$ cat src/rtl/bcd_7seg_scan.sv
// Time-multiplexed common-anode 7-segment driver for a packed BCD word, with a
// blank interval at the start of each slot. Define BCD_7SEG_SCAN_LZB_EN for leading-zero blanking.
module bcd_7seg_scan #(
    parameter int DIGITS    = 2,
    parameter int PRESCALE  = 50000,
    parameter int BLANK_CYC = 4
) (
    input  logic                  CLK,
    input  logic                  RST,
    input  logic                  LOAD,
    input  logic [4*DIGITS-1:0]   BCD,
    output logic [DIGITS-1:0]     AN,
    output logic [6:0]            SEG,
    output logic                  FRAME
);

    localparam int PW    = (PRESCALE > 1) ? $clog2(PRESCALE) : 1;
    localparam int IW    = (DIGITS > 1) ? $clog2(DIGITS) : 1;
    localparam int NSLOT = 1 << IW;

    logic [4*DIGITS-1:0] shadow_q;
    logic [PW-1:0]       presc_q;
    logic [IW-1:0]       idx_q;
    logic [DIGITS-1:0]   an_q;
    logic [6:0]          seg_q;
    logic                frame_q;

    logic [3:0]          digit [NSLOT];
    logic [NSLOT-1:0]    lz_blank;
    logic                in_blank;
    logic                presc_wrap;
    logic                idx_wrap;
    logic [DIGITS-1:0]   an_d;
    logic [6:0]          seg_d;

    function automatic logic [6:0] decode(input logic [3:0] nib);
        logic [6:0] s;
        case (nib)
            4'd0:    s = 7'h40;
            4'd1:    s = 7'h79;
            4'd2:    s = 7'h24;
            4'd3:    s = 7'h30;
            4'd4:    s = 7'h19;
            4'd5:    s = 7'h12;
            4'd6:    s = 7'h02;
            4'd7:    s = 7'h78;
            4'd8:    s = 7'h00;
            4'd9:    s = 7'h10;
            default: s = 7'h3F;
        endcase
        return s;
    endfunction

    // Index space is padded to a power of two so digit[idx_q] is always in range.
    generate
        for (genvar gi = 0; gi < NSLOT; gi++) begin : g_digit
            if (gi < DIGITS) begin : g_real
                assign digit[gi] = shadow_q[4*gi +: 4];
            end else begin : g_pad
                assign digit[gi] = 4'h0;
            end
        end
    endgenerate

`ifdef BCD_7SEG_SCAN_LZB_EN
    logic [DIGITS-1:1] digit_zero;
    logic [DIGITS-1:1] zero_above;

    // zero_above[i]: digit i and every higher digit are 0 (illegal nibbles are non-zero).
    generate
        for (genvar gi = 1; gi < DIGITS; gi++) begin : g_lz
            assign digit_zero[gi] = (digit[gi] == 4'h0);
            if (gi == DIGITS - 1) begin : g_top
                assign zero_above[gi] = digit_zero[gi];
            end else begin : g_mid
                assign zero_above[gi] = digit_zero[gi] & zero_above[gi+1];
            end
        end
        for (genvar gi = 0; gi < NSLOT; gi++) begin : g_lzmask
            if (gi == 0 || gi >= DIGITS) begin : g_never
                assign lz_blank[gi] = 1'b0;
            end else begin : g_chk
                assign lz_blank[gi] = zero_above[gi];
            end
        end
    endgenerate
`else
    assign lz_blank = '0;
`endif

    generate
        if (BLANK_CYC == 0) begin : g_noblank
            assign in_blank = 1'b0;
        end else begin : g_blank
            assign in_blank = (presc_q < PW'(BLANK_CYC));
        end
    endgenerate

    assign presc_wrap = (presc_q == PW'(PRESCALE - 1));
    assign idx_wrap   = (idx_q == IW'(DIGITS - 1));

    always_comb begin
        an_d  = '1;
        seg_d = 7'h7F;
        if (!in_blank) begin
            an_d = ~(DIGITS'(1) << idx_q);
            if (!lz_blank[idx_q]) begin
                seg_d = decode(digit[idx_q]);
            end
        end
    end

    always_ff @(posedge CLK) begin
        if (RST) begin
            shadow_q <= '0;
            presc_q  <= '0;
            idx_q    <= '0;
            an_q     <= '1;
            seg_q    <= 7'h7F;
            frame_q  <= 1'b0;
        end else begin
            if (LOAD) begin
                shadow_q <= BCD;
            end
            if (presc_wrap) begin
                presc_q <= '0;
                idx_q   <= idx_wrap ? '0 : idx_q + 1'b1;
            end else begin
                presc_q <= presc_q + 1'b1;
            end
            an_q    <= an_d;
            seg_q   <= seg_d;
            frame_q <= presc_wrap && idx_wrap;
        end
    end

    assign AN    = an_q;
    assign SEG   = seg_q;
    assign FRAME = frame_q;

endmodule
$ cat config.mk
export PLATFORM = sky130hd
export DESIGN_NAME = bcd_7seg_scan
export DESIGN_NICKNAME = d
export VERILOG_FILES = /design/src/rtl/bcd_7seg_scan.sv
export SDC_FILE = /design/constraint.sdc
export NUM_CORES = 1
export LEC_CHECK = 0
export CORE_MARGIN = 4
export CORE_UTILIZATION = 55
export CTS_CLUSTER_DIAMETER = 60
export DETAILED_ROUTE_END_ITERATION = 6
export GPL_ROUTABILITY_DRIVEN = 0
export PLACE_DENSITY_LB_ADDON = 0.05
export SYNTH_ARGS = -nofsm -noshare
export SYNTH_HDL_FRONTEND = slang
export SYNTH_SLANG_ARGS = --single-unit
$ cat constraint.sdc
create_clock -name CLK -period 3.8 [get_ports CLK]
set_clock_uncertainty 0.2 [all_clocks]
set_input_delay 0.76 -clock CLK [delete_from_list [all_inputs] [get_ports CLK]]
set_output_delay 0.76 -clock CLK [all_outputs]
set_load 0.02 [all_outputs]
Yosys cells after proc, flatten, opt, wreduce, memory -nomap -nowiden
Memory sizes are Yosys's and may differ from the RTL's. A register that Yosys moved wholly into a read port is not among the register bits.
Cells that the tools add are included.

word-level totals
  bits in registers = 28
  ROM bits = 112
  memories kept = 1

operators by class
  add/sub/neg operators = 2
  order comparisons = 3
  eq/ne operators = 1
  shift-type cells = 1
  mux-type cells = 5
  bitwise operators = 2
  reductions and logical operators = 4

memories
  memory           depth  width  rd ports  clocked after memory_dff  write ports  line  text
  (no name shown)  16     7      1         1                         0            38    case (nib)

operators by type and width
  operator                                             number
  adder 16 x 1 -> 16 bit, second input constant        1
  == test 16 bit, second input constant                1
  < comparator 16 x 3 -> 1 bit, second input constant  1
  2-to-1 mux 4 bit                                     3
  OR reduction 2 bit                                   2
  OR reduction 3 bit                                   1
  >= comparator 2 bit, second input constant           1
  < comparator 1 x 2 -> 1 bit, second input constant   1
  2-to-1 mux 1 bit                                     2
  NOT 1 -> 2 bit                                       1
  NOT 2 bit                                            1
  << shifter 1 x 1 -> 2 bit, first input constant      1
  adder 1 bit, second input constant                   1
  logical AND 1 bit                                    1

Logic depth before layout (Yosys ltp)
  depth after elaboration = 4
  depth in mapped cells = 7
  gate-level depth less buffers = 6

Least setup slack after synthesis
No wires, ideal clock.

  kind = register to register
  start = register idx_q
  end = register seg_q[0] (netlist: SEG[0])
  data arrival time = 1.601 ns
  data required time = 3.451 ns
  slack = 1.850 ns
  cell stages (with the launch flop) = 8
  path buffers = 1
  path through = dfxtp_1 > buf_2 > mux2i_1 > inv_1 > ha_1 > or2_2 > a21oi_1 > o21ai_0

on the way
  longest elaborated chain between the ends = 4

ends and longest elaborated chain
  item                                                  line  text
  start: declaration                                    23    logic [IW-1:0] idx_q;
  start signal: assignment                              127   idx_q <= idx_wrap ? '0 : idx_q + 1'b1;
  NOT 1 -> 2 bit (implied by the code)                  108   seg_d = decode(digit[idx_q]);
  2-to-1 mux 4 bit (implied by the code) (3 in series)  108
  end: declaration                                      25    logic [6:0] seg_q;

Every way passes these cells. The select of a mux whose other input is x is not followed.
A chain may end at the register's enable or synchronous reset.

Final worst setup path
  start = register idx_q
  end = register seg_q[5] (netlist: SEG[5])

Same word-level chain as after synthesis.

==> flow_summary.yaml <==
global_routing:
  grt_pass1_vias: 1079
  grt_pass1_wl_um: 4640
  grtUsageTotal: 0.169
  grt_overflow: 0
  antenna_found_initial: 0
  grt_max_degree: 16
worst_hold_path:
  hold_class: "register to register"
  min_to: "presc_q[0]"
  hold_start: "presc_q[0]"
  worstHoldPathCells: 1
sta:
  hold_viol: 0
  fin_crit_ns: 2.26
  setup_tns_ns: 0
  rsz0062_at_grt: "no"
  setup_viol: 0
  timing.fmax_mhz: 443
  maxSlewHeadroom: 0.449
  period_share: 0.595
  worstMarginPinSlew_ns: 0.824
  slew_violations: 0
clock_tree:
  cts_buffers: 5
  ctsResizeCount: 0
  cts_max_level: 2
  cts_tree: "yes"
  clock-sinks: 35
  clk-insertion-delay-late_ns: 0.33
  clkSlewWorstSetupHoldPaths_ns: 0.09
  cts_root_buf: "clkbuf_4"
  clockBufferDepth: 2
  postCtsHoldBufs: 0
  postCtsSetupBuffers: 0
route:
  drt_first_pass_iters: 4
  antenna_left: 0
  drc_errors: 0
  avgViaCountPerCell: 5.41
  wl_per_cell_um: 12.4
  drt_iter0_drc: 49
  routed_wl_um: 2660
  vias: 1163
placed_design:
  portBuffers: 20
  postPlaceCellArea_um2: 1760
  dpl.hpwl_um: 2040
worst_setup_path:
  critical_path_arrival_ns: 2.23
  worst-setup-path-type: "register to register"
  required_ns: 3.77
  cp_slowest_stage_delay_ns: 0.67
  crit_fanout: 9
  r2r_cells: 5
  reg2reg_from: "idx_q"
  start_kind: "register"
  rrSetupSlack_ns: 1.54
  r2r_end: "SEG[5]"
  path_cells: "mux2i_1 > inv_1 > ha_1 > nor3_1 > o21ai_0"
  crit_slowest_cell: "mux2i_1"
  worstSetupEndpointType: "register"
logic_synthesis:
  synth_common_cells: "dfxtp_1, nor2_1, mux2i_1, xnor2_1"
  synth.distinct_cells: 28
  synth.area.top_cells: "dfxtp_1, mux2i_1, nor2_1"
  yosys.cell_count.top_type: "dfxtp_1"
  synthCells: 164
  synth_area_um2: 1550
  postSynth.asyncResetShare: 0
  synth_top_area_frac: 0.453
  yosysWarningCount: 0
  ys_seq_area_frac: 0.453
  synth_edf_count: 0
  synth_fp_nets: 181
  syn_area_per_cell_um2: 9.44
  synth_top_area_cell: "dfxtp_1"
  synthFlopType: "dfxtp_1"
  ys_ff_latch: 35
floorplanning:
  die_y_um: 61.0
  floorplan.initialDensity: 0.598
  row_count: 18
  core_um2: 2590
  die_area_um2: 3730
  dieWidth_um: 61.0
  ios: 21
pwr:
  p_leak_uw: 0.000693
  powerDensity_nw_per_um2: 344
  total_power_uw: 618
  ir_drop_mv: 0.316
final_layout:
  final_area_um2: 1800
  nFillCells: 203
  fin_nets: 203
  area_delta_synth_final_pct: 16.2
  antenna_cells: 0
  layout-drive-gt1-share: 0.0649
job:
  cap_violations: 0
outcome:
  status: "complete, no violations"
-- placed cells by master (no fill, tap or decap) --
cell | synthesis | final
nor3_1 | 7 | 7
and3_1 | 2 | 2
nor2b_1 | 1 | 1
clkbuf_1 | 2 | 1
nand2b_1 | 2 | 2
mux2i_1 | 14 | 14
nand2_2 | 1 | 1
xnor2_1 | 12 | 12
nor2_1 | 29 | 29
clkbuf_4 | 0 | 5
o2bb2ai_1 | 2 | 2
ha_1 | 6 | 6
a21oi_1 | 2 | 2
inv_1 | 7 | 7
o41ai_4 | 1 | 1
nor4_1 | 7 | 7
and2_1 | 2 | 2
nand3_1 | 6 | 6
or2_2 | 1 | 1
nand4_1 | 3 | 3
mux2_2 | 3 | 3
a41oi_1 | 1 | 1
dfxtp_1 | 35 | 35
nand2_1 | 7 | 7
nor4_2 | 1 | 1
clkdlybuf4s50_1 | 0 | 20
xor2_1 | 2 | 2
o21ai_0 | 5 | 5
-- worst max path at each step --
stage / from / endpoint / slack (ns)
after floorplan: idx_q / SEG[0] / 1.85
after global placement: RST / SEG[2] / 1.31
after detailed placement: RST / SEG[5] / 1.24
after CTS: idx_q / SEG[0] / 1.53
after global routing: idx_q / SEG[0] / 1.34
final: idx_q / SEG[5] / 1.54
-- report_power, final --
part           internal (uW)  total [uW]  leakage [uW]  switching (uW)
clock                   65.7         173     0.0000242             108
sequential               377         383      0.000285            5.80
combinational           31.2        62.4      0.000384            31.2
-- state kept, by name (all words and copies together), names as in the netlist --
signal,cells
FRAME,1
presc_q,16
AN,2
idx_q,1
shadow_q,8
SEG,7
-- cell families (layout without fill, tap and decap cells) --
logic type	count (synthesis)	in the layout	synth area share
AND/OR/NAND/NOR	69	69	0.214
flip-flops	35	35	0.453
multiplexers	17	17	0.112
XOR/XNOR	14	14	0.0792
buffers and inverters	12	33	0.0356
AO/OA/AOI/OAI	11	11	0.0574
adder cells (fa/ha/maj)	6	6	0.0485
-- cell type report --
type                    instances  area [um^2]  share of cell area
multi-input cells             117          792               0.441
flip-flops and latches         35          701               0.390
inverters                       7         26.3              0.0146
repair buffers                 20          200               0.111
clock buffers                   6         41.3              0.0230
well taps                      30         37.5              0.0209
-- stage by stage --
stage / hold slack (ns) / std cells / setup slack [ns] / utilization
6_report: 0.280 / 215 / 1.54 / 0.694
5_1_grt: 0.338 / 215 / 1.34 / 0.694
4_1_cts: 0.291 / 215 / 1.53 / 0.694
3_5_place_dp: 0.269 / 209 / 1.24 / 0.678
3_3_place_gp: 0.240 / 209 / 1.31 / 0.678
2_1_floorplan: 0.229 / 164 / 1.85 / -
-- routing by layer --
layer,GRT usage,part of all wire,vias to the layer above,wire length (um)
met3,0.0692,0.066,6,176
met4,0.0557,0.015,0,41
met5,0,0,-,0
li1,-,-,601,-
met2,0.272,0.45,27,1210
met1,0.204,0.46,529,1240
-- worst max-delay path, delay by kind of cell (launching register included) --
family	cells	cell delay (ns)
compound gates	1	0.11
buf+inv	1	0.15
fa+ha+maj	1	0.25
simple gates	1	0.17
flops	1	0.56
mux	1	0.67
(Power assumes the default switching activity.)
